File: config.mk
export PLATFORM = sky130hd
export DESIGN_NAME = apb_uart_arbiter
export DESIGN_NICKNAME = d
export VERILOG_FILES = /design/src/rtl/apb_uart_arbiter.sv
export SDC_FILE = /design/constraint.sdc
export NUM_CORES = 1
export LEC_CHECK = 0
export CAP_MARGIN = 10
export CORE_ASPECT_RATIO = 0.8
export CORE_MARGIN = 2
export CORE_UTILIZATION = 38
export DETAILED_ROUTE_END_ITERATION = 8
export GPL_ROUTABILITY_DRIVEN = 0
export GPL_TIMING_DRIVEN = 0
export PLACE_DENSITY = 0.84
export SKIP_LAST_GASP = 1
export SYNTH_ARGS = -nofsm -noshare
export SYNTH_HDL_FRONTEND = slang
export SYNTH_SLANG_ARGS = --single-unit
File: constraint.sdc
create_clock -name pclk -period 2.54 [get_ports pclk]
set_clock_uncertainty 0.1 [all_clocks]
set_input_delay 0.508 -clock pclk [delete_from_list [all_inputs] [get_ports pclk]]
set_output_delay 0.508 -clock pclk [all_outputs]
set_load 0.03 [all_outputs]
File: src/rtl/apb_uart_arbiter.sv
// Two-requester round-robin APB arbiter in front of the UART register slave.
// Ports: pclk/preset_n; m_* = two upstream APB requesters (bit/slice i = requester i);
//        s_* = shared downstream APB port; grant_o = one-hot owner; timeout_o = abort pulse.
module apb_uart_arbiter #(
    parameter int ADDR_W  = 12,
    parameter int DATA_W  = 32,
    parameter int TIMEOUT = 16
) (
    input  logic                  pclk,
    input  logic                  preset_n,
    input  logic [1:0]            m_psel,
    input  logic [1:0]            m_penable,
    input  logic [1:0]            m_pwrite,
    input  logic [2*ADDR_W-1:0]   m_paddr,
    input  logic [7:0]            m_pstrb,
    input  logic [2*DATA_W-1:0]   m_pwdata,
    output logic [1:0]            m_pready,
    output logic [1:0]            m_pslverr,
    output logic [DATA_W-1:0]     m_prdata,
    output logic                  s_psel,
    output logic                  s_penable,
    output logic                  s_pwrite,
    output logic [ADDR_W-1:0]     s_paddr,
    output logic [3:0]            s_pstrb,
    output logic [DATA_W-1:0]     s_pwdata,
    input  logic                  s_pready,
    input  logic                  s_pslverr,
    input  logic [DATA_W-1:0]     s_prdata,
    output logic [1:0]            grant_o,
    output logic                  timeout_o
);

    localparam int TW = $clog2(TIMEOUT) + 1;
    localparam logic [TW-1:0] TMAX = TW'(TIMEOUT - 1);

    localparam logic [1:0] IDLE   = 2'd0;
    localparam logic [1:0] SETUP  = 2'd1;
    localparam logic [1:0] ACCESS = 2'd2;
    localparam logic [1:0] DONE   = 2'd3;

    logic [1:0]        state;
    logic              rr;
    logic              gidx;
    logic              dropped;
    logic [TW-1:0]     timer;
    logic              hold_write;
    logic [ADDR_W-1:0] hold_addr;
    logic [3:0]        hold_strb;
    logic [DATA_W-1:0] hold_wdata;
    logic              win;
    logic              live;

    // Arbitration is on psel alone; penable only marks the requester's own phase.
    logic unused_penable;
    assign unused_penable = ^m_penable;

    // Requester 1 wins when it is the only one asking, or both ask and rr points at it.
    assign win  = m_psel[1] & (~m_psel[0] | rr);

    // A requester that let go of psel mid-transfer gets no response.
    assign live = ~dropped & m_psel[gidx];

    assign s_psel    = (state == SETUP) || (state == ACCESS);
    assign s_penable = (state == ACCESS);
    assign s_pwrite  = hold_write;
    assign s_paddr   = hold_addr;
    assign s_pstrb   = hold_strb;
    assign s_pwdata  = hold_wdata;

    always_ff @(posedge pclk or negedge preset_n) begin
        if (!preset_n) begin
            state      <= IDLE;
            rr         <= 1'b0;
            gidx       <= 1'b0;
            dropped    <= 1'b0;
            timer      <= '0;
            hold_write <= 1'b0;
            hold_addr  <= '0;
            hold_strb  <= '0;
            hold_wdata <= '0;
            grant_o    <= '0;
            m_pready   <= '0;
            m_pslverr  <= '0;
            m_prdata   <= '0;
            timeout_o  <= 1'b0;
        end else begin
            // Response outputs are only ever high for the single DONE cycle.
            m_pready  <= '0;
            m_pslverr <= '0;
            m_prdata  <= '0;
            timeout_o <= 1'b0;
            unique case (state)
                IDLE: begin
                    if (|m_psel) begin
                        gidx       <= win;
                        grant_o    <= win ? 2'b10 : 2'b01;
                        rr         <= ~win;
                        dropped    <= 1'b0;
                        hold_write <= m_pwrite[win];
                        hold_addr  <= win ? m_paddr[ADDR_W +: ADDR_W]
                                          : m_paddr[0 +: ADDR_W];
                        hold_strb  <= win ? m_pstrb[4 +: 4] : m_pstrb[0 +: 4];
                        hold_wdata <= win ? m_pwdata[DATA_W +: DATA_W]
                                          : m_pwdata[0 +: DATA_W];
                        state      <= SETUP;
                    end
                end
                SETUP: begin
                    timer <= '0;
                    if (!m_psel[gidx]) dropped <= 1'b1;
                    state <= ACCESS;
                end
                ACCESS: begin
                    if (!m_psel[gidx]) dropped <= 1'b1;
                    if (s_pready) begin
                        state <= DONE;
                        if (live) begin
                            m_pready[gidx]  <= 1'b1;
                            m_pslverr[gidx] <= s_pslverr;
                            m_prdata        <= hold_write ? '0 : s_prdata;
                        end
                    end else if (timer == TMAX) begin
                        state     <= DONE;
                        timeout_o <= 1'b1;
                        if (live) begin
                            m_pready[gidx]  <= 1'b1;
                            m_pslverr[gidx] <= 1'b1;
                        end
                    end else begin
                        timer <= timer + 1'b1;
                    end
                end
                DONE: begin
                    grant_o <= '0;
                    state   <= IDLE;
                end
                default: state <= IDLE;
            endcase
        end
    end

endmodule

## After elaboration in Yosys (flattened, before gate mapping)

Cells that the tools add are included.

- Bits in registers: 98
- Bits of input ports: 138
- Word-level logic and storage cells: 83

- Reduce and logical (&&, ||, !) cells: 13
- Magnitude comparators: 3
- Muxes and demuxes: 36
- Bitwise gates (word level): 7
- Equality and inequality tests: 9
- Add/subtract/negate cells: 1

Operators by type and width:

| operator | count |
|---|---|
| 32-bit two-way mux | 5 |
| 2-bit two-way mux | 12 |
| 12-bit two-way mux | 1 |
| 1-bit two-way mux | 10 |
| 5-bit two-way mux | 2 |
| 5-bit one-hot mux with 2 select lines | 1 |
| 2-bit inequality test (second input constant) | 4 |
| 2-bit one-hot mux with 4 select lines | 1 |
| 2-bit AND reduction | 3 |
| 3-bit AND reduction | 2 |
| 2-bit nonzero test | 3 |
| 5-bit by 1-bit adder with 5-bit output (second input constant) | 1 |
| 5-bit by 4-bit == test with 1-bit output (second input constant) | 1 |
| 2-bit == test (second input constant) | 2 |
| 1-bit by 2-bit < comparator with 1-bit output (second input constant) | 2 |
| 4-bit two-way mux | 1 |
| 2-bit one-hot mux with 2 select lines | 1 |
| 2-bit OR reduction | 2 |
| 3-bit by 1-bit inequality test with 1-bit output (second input constant) | 1 |
| 1-bit inverter | 3 |
| 1-bit AND | 2 |
| 2-bit AND | 1 |
| 2-bit by 1-bit == test with 1-bit output (second input constant) | 1 |
| 2-bit zero test | 1 |
| 6 further kinds | 6 |

## Logic depth before layout (Yosys ltp)

Gate-level depths: netlist of run 1.

- Depth in word-level cells: 8
- Depth in mapped cells: 7

## Worst setup path after synthesis of run 1

Ideal clock, no wire load.

- Kind: reg-to-reg
- Start: register timer[0]
- End: register timer[3]
- Path slack: 497 ps
- Setup time: 69 ps
- Stages on the path, launching flop included: 8
- Buffers on the path: 1
- Arrival: 1874 ps
- Path through: dfrtp_1 -> ha_1 -> and3_1 -> ha_1 -> or2_1 -> buf_6 -> or4_1 -> nand3_1

- Word-level cells in the longest chain between the ends: 4

RTL lines:

| what | line | source |
|---|---|---|
| start: declaration | 45 | `logic [TW-1:0] timer;` |
| start signal: assignment | 130 | `timer <= timer + 1'b1;` |
| 5-bit by 1-bit adder with 5-bit output | 130 |  |
| 5-bit two-way mux | 122 | `end else if (timer == TMAX) begin` |
| 5-bit two-way mux | 115 | `if (s_pready) begin` |
| 5-bit one-hot mux with 2 select lines | 92 | `unique case (state)` |

Several ways; a longest one is shown, not always the timed one. The select of a mux whose other input is x is not followed.
A chain may end at the register's enable or synchronous reset.

## Final worst setup path of run 1

- Start: register state[0]
- End: output s_psel

- Word-level cells in the longest chain between the ends: 2

RTL lines:

| what | line | source |
|---|---|---|
| start: declaration | 41 | `logic [1:0] state;` |
| start signal: assignment | 72 | `state <= IDLE;` |
| start signal: assignment | 105 | `state <= SETUP;` |
| start signal: assignment | 111 | `state <= ACCESS;` |
| 2-bit by 1-bit == test with 1-bit output / 2-bit == test (equally long branches) | 63 | `assign s_psel = (state == SETUP) \|\| (state == ACCESS);` |
| 1-bit logical OR * | 63 |  |
| end: declaration | 20 | `output logic s_psel,` |

Mark *: on every way between the ends. The rest lies on a longest branch, timed or not.

==> impl_metrics.toml, run 1 <==
[status]
status = "complete, no violations"

[yosys]
synth-edff-count = 0
synth_top_area_cell = "dfrtp_1"
synth_top_cell_area_share_pct = 61.2
synth_flop_cell = "dfrtp_1"
synth.distinct_cells = 36
ys_warn_count = 0
ys_seq_area_share_pct = 61.2
synth.cells.most_frequent = "98 x dfrtp_1, 82 x and2_1, 49 x a221o_1, 10 x nand2_1, 9 x clkbuf_1"
netlist_area_sq_mm = 0.00400
async_reset_ff_share_pct = 100
avgSynthCellArea_sq_um = 12.6
ys_ff_latch = 98
synthCells = 319
post-synth-top-count-cell = "dfrtp_1"
ys_top_cells_by_area = "dfrtp_1 61%, and2_1 13%, a221o_1 12%"
syn-num-nets = 463

[global_routing]
grt_max_degree = 53
grt_pass1_wl_mm = 18.6
grt_overflow = 0
met3_usage_pct = 7.29
grt_usage_pct = 21.2
met1_usage_pct = 25.2
antenna_found_initial = 0
busiest_layer = "met2"
grt_pass1_vias = 3651
use_met2_pct = 37.0

[clock_network]
postCtsSetupBuffers = 0
htreeDepth = 3
holdBufCountCts = 0
cts_root_buffer = "clkbuf_16"
cts_resized = 0
path_clk_slew_ns = 0.07
clkLatencyLatePin_ns = 0.33
cts_tree = "done"
clk_path_buf_depth = 2
cts.sinks = 98
cts_buffers = 9

[setup_path]
crit_path_max_fanout = 4
crit_start = "state[0]"
path_class = "flop to output pin"
crit_required_ns = 1.93
r2r_start = "timer[0]"
r2r_slack_ns = 0.37
r2r_cells = 7
critical_path_arrival_ns = 1.86
endpoint_kind = "output pin"
setup.worst_path.end = "s_psel"
reg2reg_to = "timer[3]"
worstSetupStartpointType = "flop"

[final_layout]
fin_util_pct = 66.0
fin_area_sq_mm = 0.00676
drive_gt1_share_pct = 6.06
syn_to_final_growth_pct = 68.8
finalNetCount = 700
antennaDiodeCount = 0

[drt]
wire_per_inst_um = 17.2
drt_wl_total_mm = 12.1
drc = 0
firstDrtPassIters = 4
drt_iter0_drc = 107
drtAntennaViolNets = 0
vias = 3497
via_per_inst = 4.99

[floorplan]
pin_count = 228
floorplan.initialDensity_pct = 39.1
die_h_um = 95.8
core_area_sq_mm = 0.0102
fp-row-count = 33
die_w_um = 119
die_area_sq_mm = 0.0114

[timing]
layout_setup_ws_ns = 0.0735
fmax_mhz = 405
period_minus_slack_ns = 2.47
drv_slew = 0
worst_pin_slew_ns = 0.682
relSlewSlack_pct = 54.5
hold_viol = 0
rsz0062_at_grt = "no"
fin_crit_sh_pct = 97.1
final-setup-viol-count = 0
final.setup.tns_ns = 0

[place]
dpl_worst_slack_ns = 0.116
dp_hpwl_mm = 9.34
dpl-instance-area_sq_mm = 0.00646
port_buffers = 225

[run]
max_cap_violations = 0

[pwr]
ir_drop_uv = 534
cellLeakagePower_nw = 2.96
p_per_area_mw_per_mm2 = 1050

[hold_path]
hp-class = "input port to async pin"
sequential cells by signal, indices dropped and copies added, names as in the netlist:
signal / cells
s_pstrb: 4
timeout_o: 1
grant_o: 2
s_pwdata: 32
m_prdata: 32
state: 2
dropped: 1
rr: 1
gidx: 1
m_pslverr: 2
s_paddr: 12
s_pwrite: 1
m_pready: 2
timer: 5
final cells by class:
| cell class | instances | area [sq um] |
|---|---|---|
| clock buffers | 10 | 239 |
| plain buffers | 21 | 100 |
| repair buffers | 226 | 2280 |
| well taps | 140 | 175 |
| inverters | 8 | 30.0 |
| fillers | 827 | 3480 |
| multi-input cells | 192 | 1420 |
| flip-flops and latches | 98 | 2450 |
| clock inverters | 6 | 65.1 |
how the worst min path moves through the flow:
stage | slack [ns] | depth (start not counted) | start | end
after floorplan | 0.11 | 0 | preset_n | dropped
after global placement | 0.39 | 1 | rr | rr
after detailed placement | 0.39 | 1 | rr | rr
after CTS | 0.13 | 1 | preset_n | m_prdata[4]
after global routing | 0.17 | 1 | preset_n | m_prdata[5]
final | 0.11 | 1 | preset_n | m_prdata[5]
routing by layer:
metal / wire length, um / part of all wire (%)
met1: 4830 / 40
met3: 1030 / 8.5
met2: 6090 / 50
met5: 0 / 0
met4: 143 / 1.2
power by group:
| part | leakage [nW] | total [mW] | internal [mW] | switching (mW) |
|---|---|---|---|---|
| combinational | 1.53 | 3.46 | 1.62 | 1.84 |
| sequential | 1.28 | 2.27 | 2.02 | 0.249 |
| clock | 0.149 | 1.37 | 0.792 | 0.581 |
worst max-delay path, stage by stage, from the launching register on:
cell and delay, ns:
dfrtp_1 0.38, inv_1 0.09, ha_1 0.36, clkdlybuf4s50_1 0.69
cells in the final DEF, fill, tap and decap left out, types with 2 or more instances in the layout:
| cell | n |
|---|---|
| a22o_1 | 2 |
| nand2b_1 | 2 |
| clkbuf_16 | 9 |
| clkinv_2 | 2 |
| clkbuf_2 | 3 |
| nand3_1 | 3 |
| clkbuf_1 | 9 |
| inv_1 | 8 |
| buf_2 | 8 |
| ha_1 | 6 |
| a221o_1 | 49 |
| nor2_1 | 8 |
| mux2_2 | 2 |
| o22ai_1 | 3 |
| nor2b_1 | 3 |
| clkdlybuf4s50_1 | 224 |
| and2_1 | 82 |
| nand4_1 | 2 |
| dfrtp_1 | 98 |
| a21o_1 | 2 |
| nand2_1 | 10 |
| o211ai_1 | 2 |
kinds of logic after synthesis:
logic type / share of synthesized area [%]
buffers and inverters: 3.25
adders and majority gates: 1.87
AOI/OAI and AO/OA: 15.3
muxes: 0.812
and+or+nand+nor: 17.5
DFF: 61.2
through the flow:
step	power [mW]	std cells	hold WS, ns
2_1_floorplan	4.27	319	0.112
3_3_place_gp	5.65	684	0.385
3_5_place_dp	5.75	685	0.393
4_1_cts	7.16	701	0.133
5_1_grt	7.47	701	0.167
6_report	7.10	701	0.105
Power figures use the tool's default switching activity.
==> inputs of run 2 (changes only) <==
Settings changed: SKIP_LAST_GASP 1 to default, SLEW_MARGIN from default to 20.
==> run 2 against run 1 <==
  * Worst hold slack got worse by 0.097 ns
  * Largest cell class unchanged
  * Sequential share of layout area about the same
  * Final area about the same
  * Highest routed layer unchanged
  * Setup slack improved by 0.030 ns
  * Power increased by 0.47%
  * Clock power increased by 3%
==> impl_metrics.toml, run 2 (same netlist as run 1, synthesis figures left out) <==
[clock_network]
holdBufCountCts = 0
clkLatencyLatePin_ns = 0.33
htreeDepth = 3
postCtsSetupBuffers = 0
cts_tree = "done"
cts_resized = 0
cts_buffers = 9
cts_root_buffer = "clkbuf_16"
clk_path_buf_depth = 2
cts.sinks = 98
path_clk_slew_ns = 0.06

[drt]
drtAntennaViolNets = 0
drt_iter0_drc = 182
wire_per_inst_um = 17.4
via_per_inst = 4.99
drc = 0
drt_wl_total_mm = 12.2
firstDrtPassIters = 4
vias = 3485

[pwr]
ir_drop_uv = 513
p_per_area_mw_per_mm2 = 1050
cellLeakagePower_nw = 2.96

[floorplan]
die_area_sq_mm = 0.0114
floorplan.initialDensity_pct = 39.1
core_area_sq_mm = 0.0102
fp-row-count = 33
die_h_um = 95.8
pin_count = 228
die_w_um = 119

[global_routing]
grt_overflow = 0
grt_usage_pct = 21.2
grt_pass1_vias = 3666
grt_pass1_wl_mm = 18.7
antenna_found_initial = 0
grt_max_degree = 51

[setup_path]
path_class = "flop to output pin"
endpoint_kind = "output pin"
critical_path_arrival_ns = 1.83
r2r_slack_ns = 0.35
crit_path_max_fanout = 4
crit_required_ns = 1.93
worstSetupStartpointType = "flop"

[final_layout]
antennaDiodeCount = 0
final_common_cell = "clkdlybuf4s50_1"
layout_common_cells = "224 x clkdlybuf4s50_1, 98 x dfrtp_1, 82 x and2_1"
n_fill_cell = 830
drive_gt1_share_pct = 5.72
syn_to_final_growth_pct = 69.0
finalNetCount = 700
fin_util_pct = 66.1

[timing]
drv_slew = 0
period_minus_slack_ns = 2.44
rsz0062_at_grt = "no"
holdWs_ns = 0.00793
relSlewSlack_pct = 64.3
final-setup-viol-count = 0
worst_pin_slew_ns = 0.531
hold_viol = 0
layout_setup_ws_ns = 0.103
fin_crit_sh_pct = 95.9
fmax_mhz = 410

[place]
dp_hpwl_mm = 9.36
dpl_worst_slack_ns = 0.0544
port_buffers = 225

[status]
status = "complete, no violations"

[run]
max_cap_violations = 0

[hold_path]
hp-class = "input port to async pin"
-- run 2: cell types whose count changed in the layout (fill, tap and decap cells not counted) --
| cell | delta |
|---|---|
| buf_4 | -1 |
| buf_6 | +1 |
| bufinv_16 | +1 |
| clkbuf_8 | -1 |
| clkinv_2 | -1 |
| inv_6 | -1 |
-- run 2: final timing paths --
check | to | depth (start not counted) | from
setup / recovery | s_psel | 3 | state[0]
hold / removal | m_prdata[25] | 1 | preset_n
setup reg to reg | timer[3] | 7 | timer[0]
hold reg to reg | rr | 1 | rr
max in group asynchronous | s_pstrb[1] | 2 | preset_n
min in group pclk | rr | 1 | rr
-- run 2: area by class of cell --
type	count	area [sq um]	share of cell area (%)
Sequential cell	98	2450	36.2
Timing Repair Buffer	226	2280	33.7
Multi-Input combinational cell	192	1420	21.0
Clock buffer	9	225	3.33
Tap cell	140	175	2.59
Buffer	21	100	1.48
Clock inverter	5	81.3	1.20
Inverter	8	30.0	0.444
-- run 2: critical path: stages, from the launching register on --
cell             delay [ns]
dfrtp_1                0.37
inv_1                  0.09
ha_1                   0.35
clkdlybuf4s50_1        0.69
-- run 2: per-stage QoR --
step	total power [mW]	std cells	TNS, ns	cell area, sq um
after floorplan	4.27	319	0	4000
after global placement	5.65	684	-261.55	6430
after detailed placement	5.75	685	0	6460
after CTS	7.20	699	0	6770
after global routing	7.50	699	0	6770
final	7.13	699	0	6770
-- run 2: metal layers --
layer	vias to the layer above	track usage, %	routed length (um)
met1	1689	25.3	4820
met2	169	37.5	6090
met3	11	6.81	1100
met4	0	5.36	156
met5	-	0	0
li1	1616	-	-
-- run 2: power breakdown --
| group | internal [mW] | switching [mW] |
|---|---|---|
| clock | 0.852 | 0.558 |
| combinational | 1.62 | 1.84 |
| sequential | 2.02 | 0.247 |
| total | 4.49 | 2.64 |
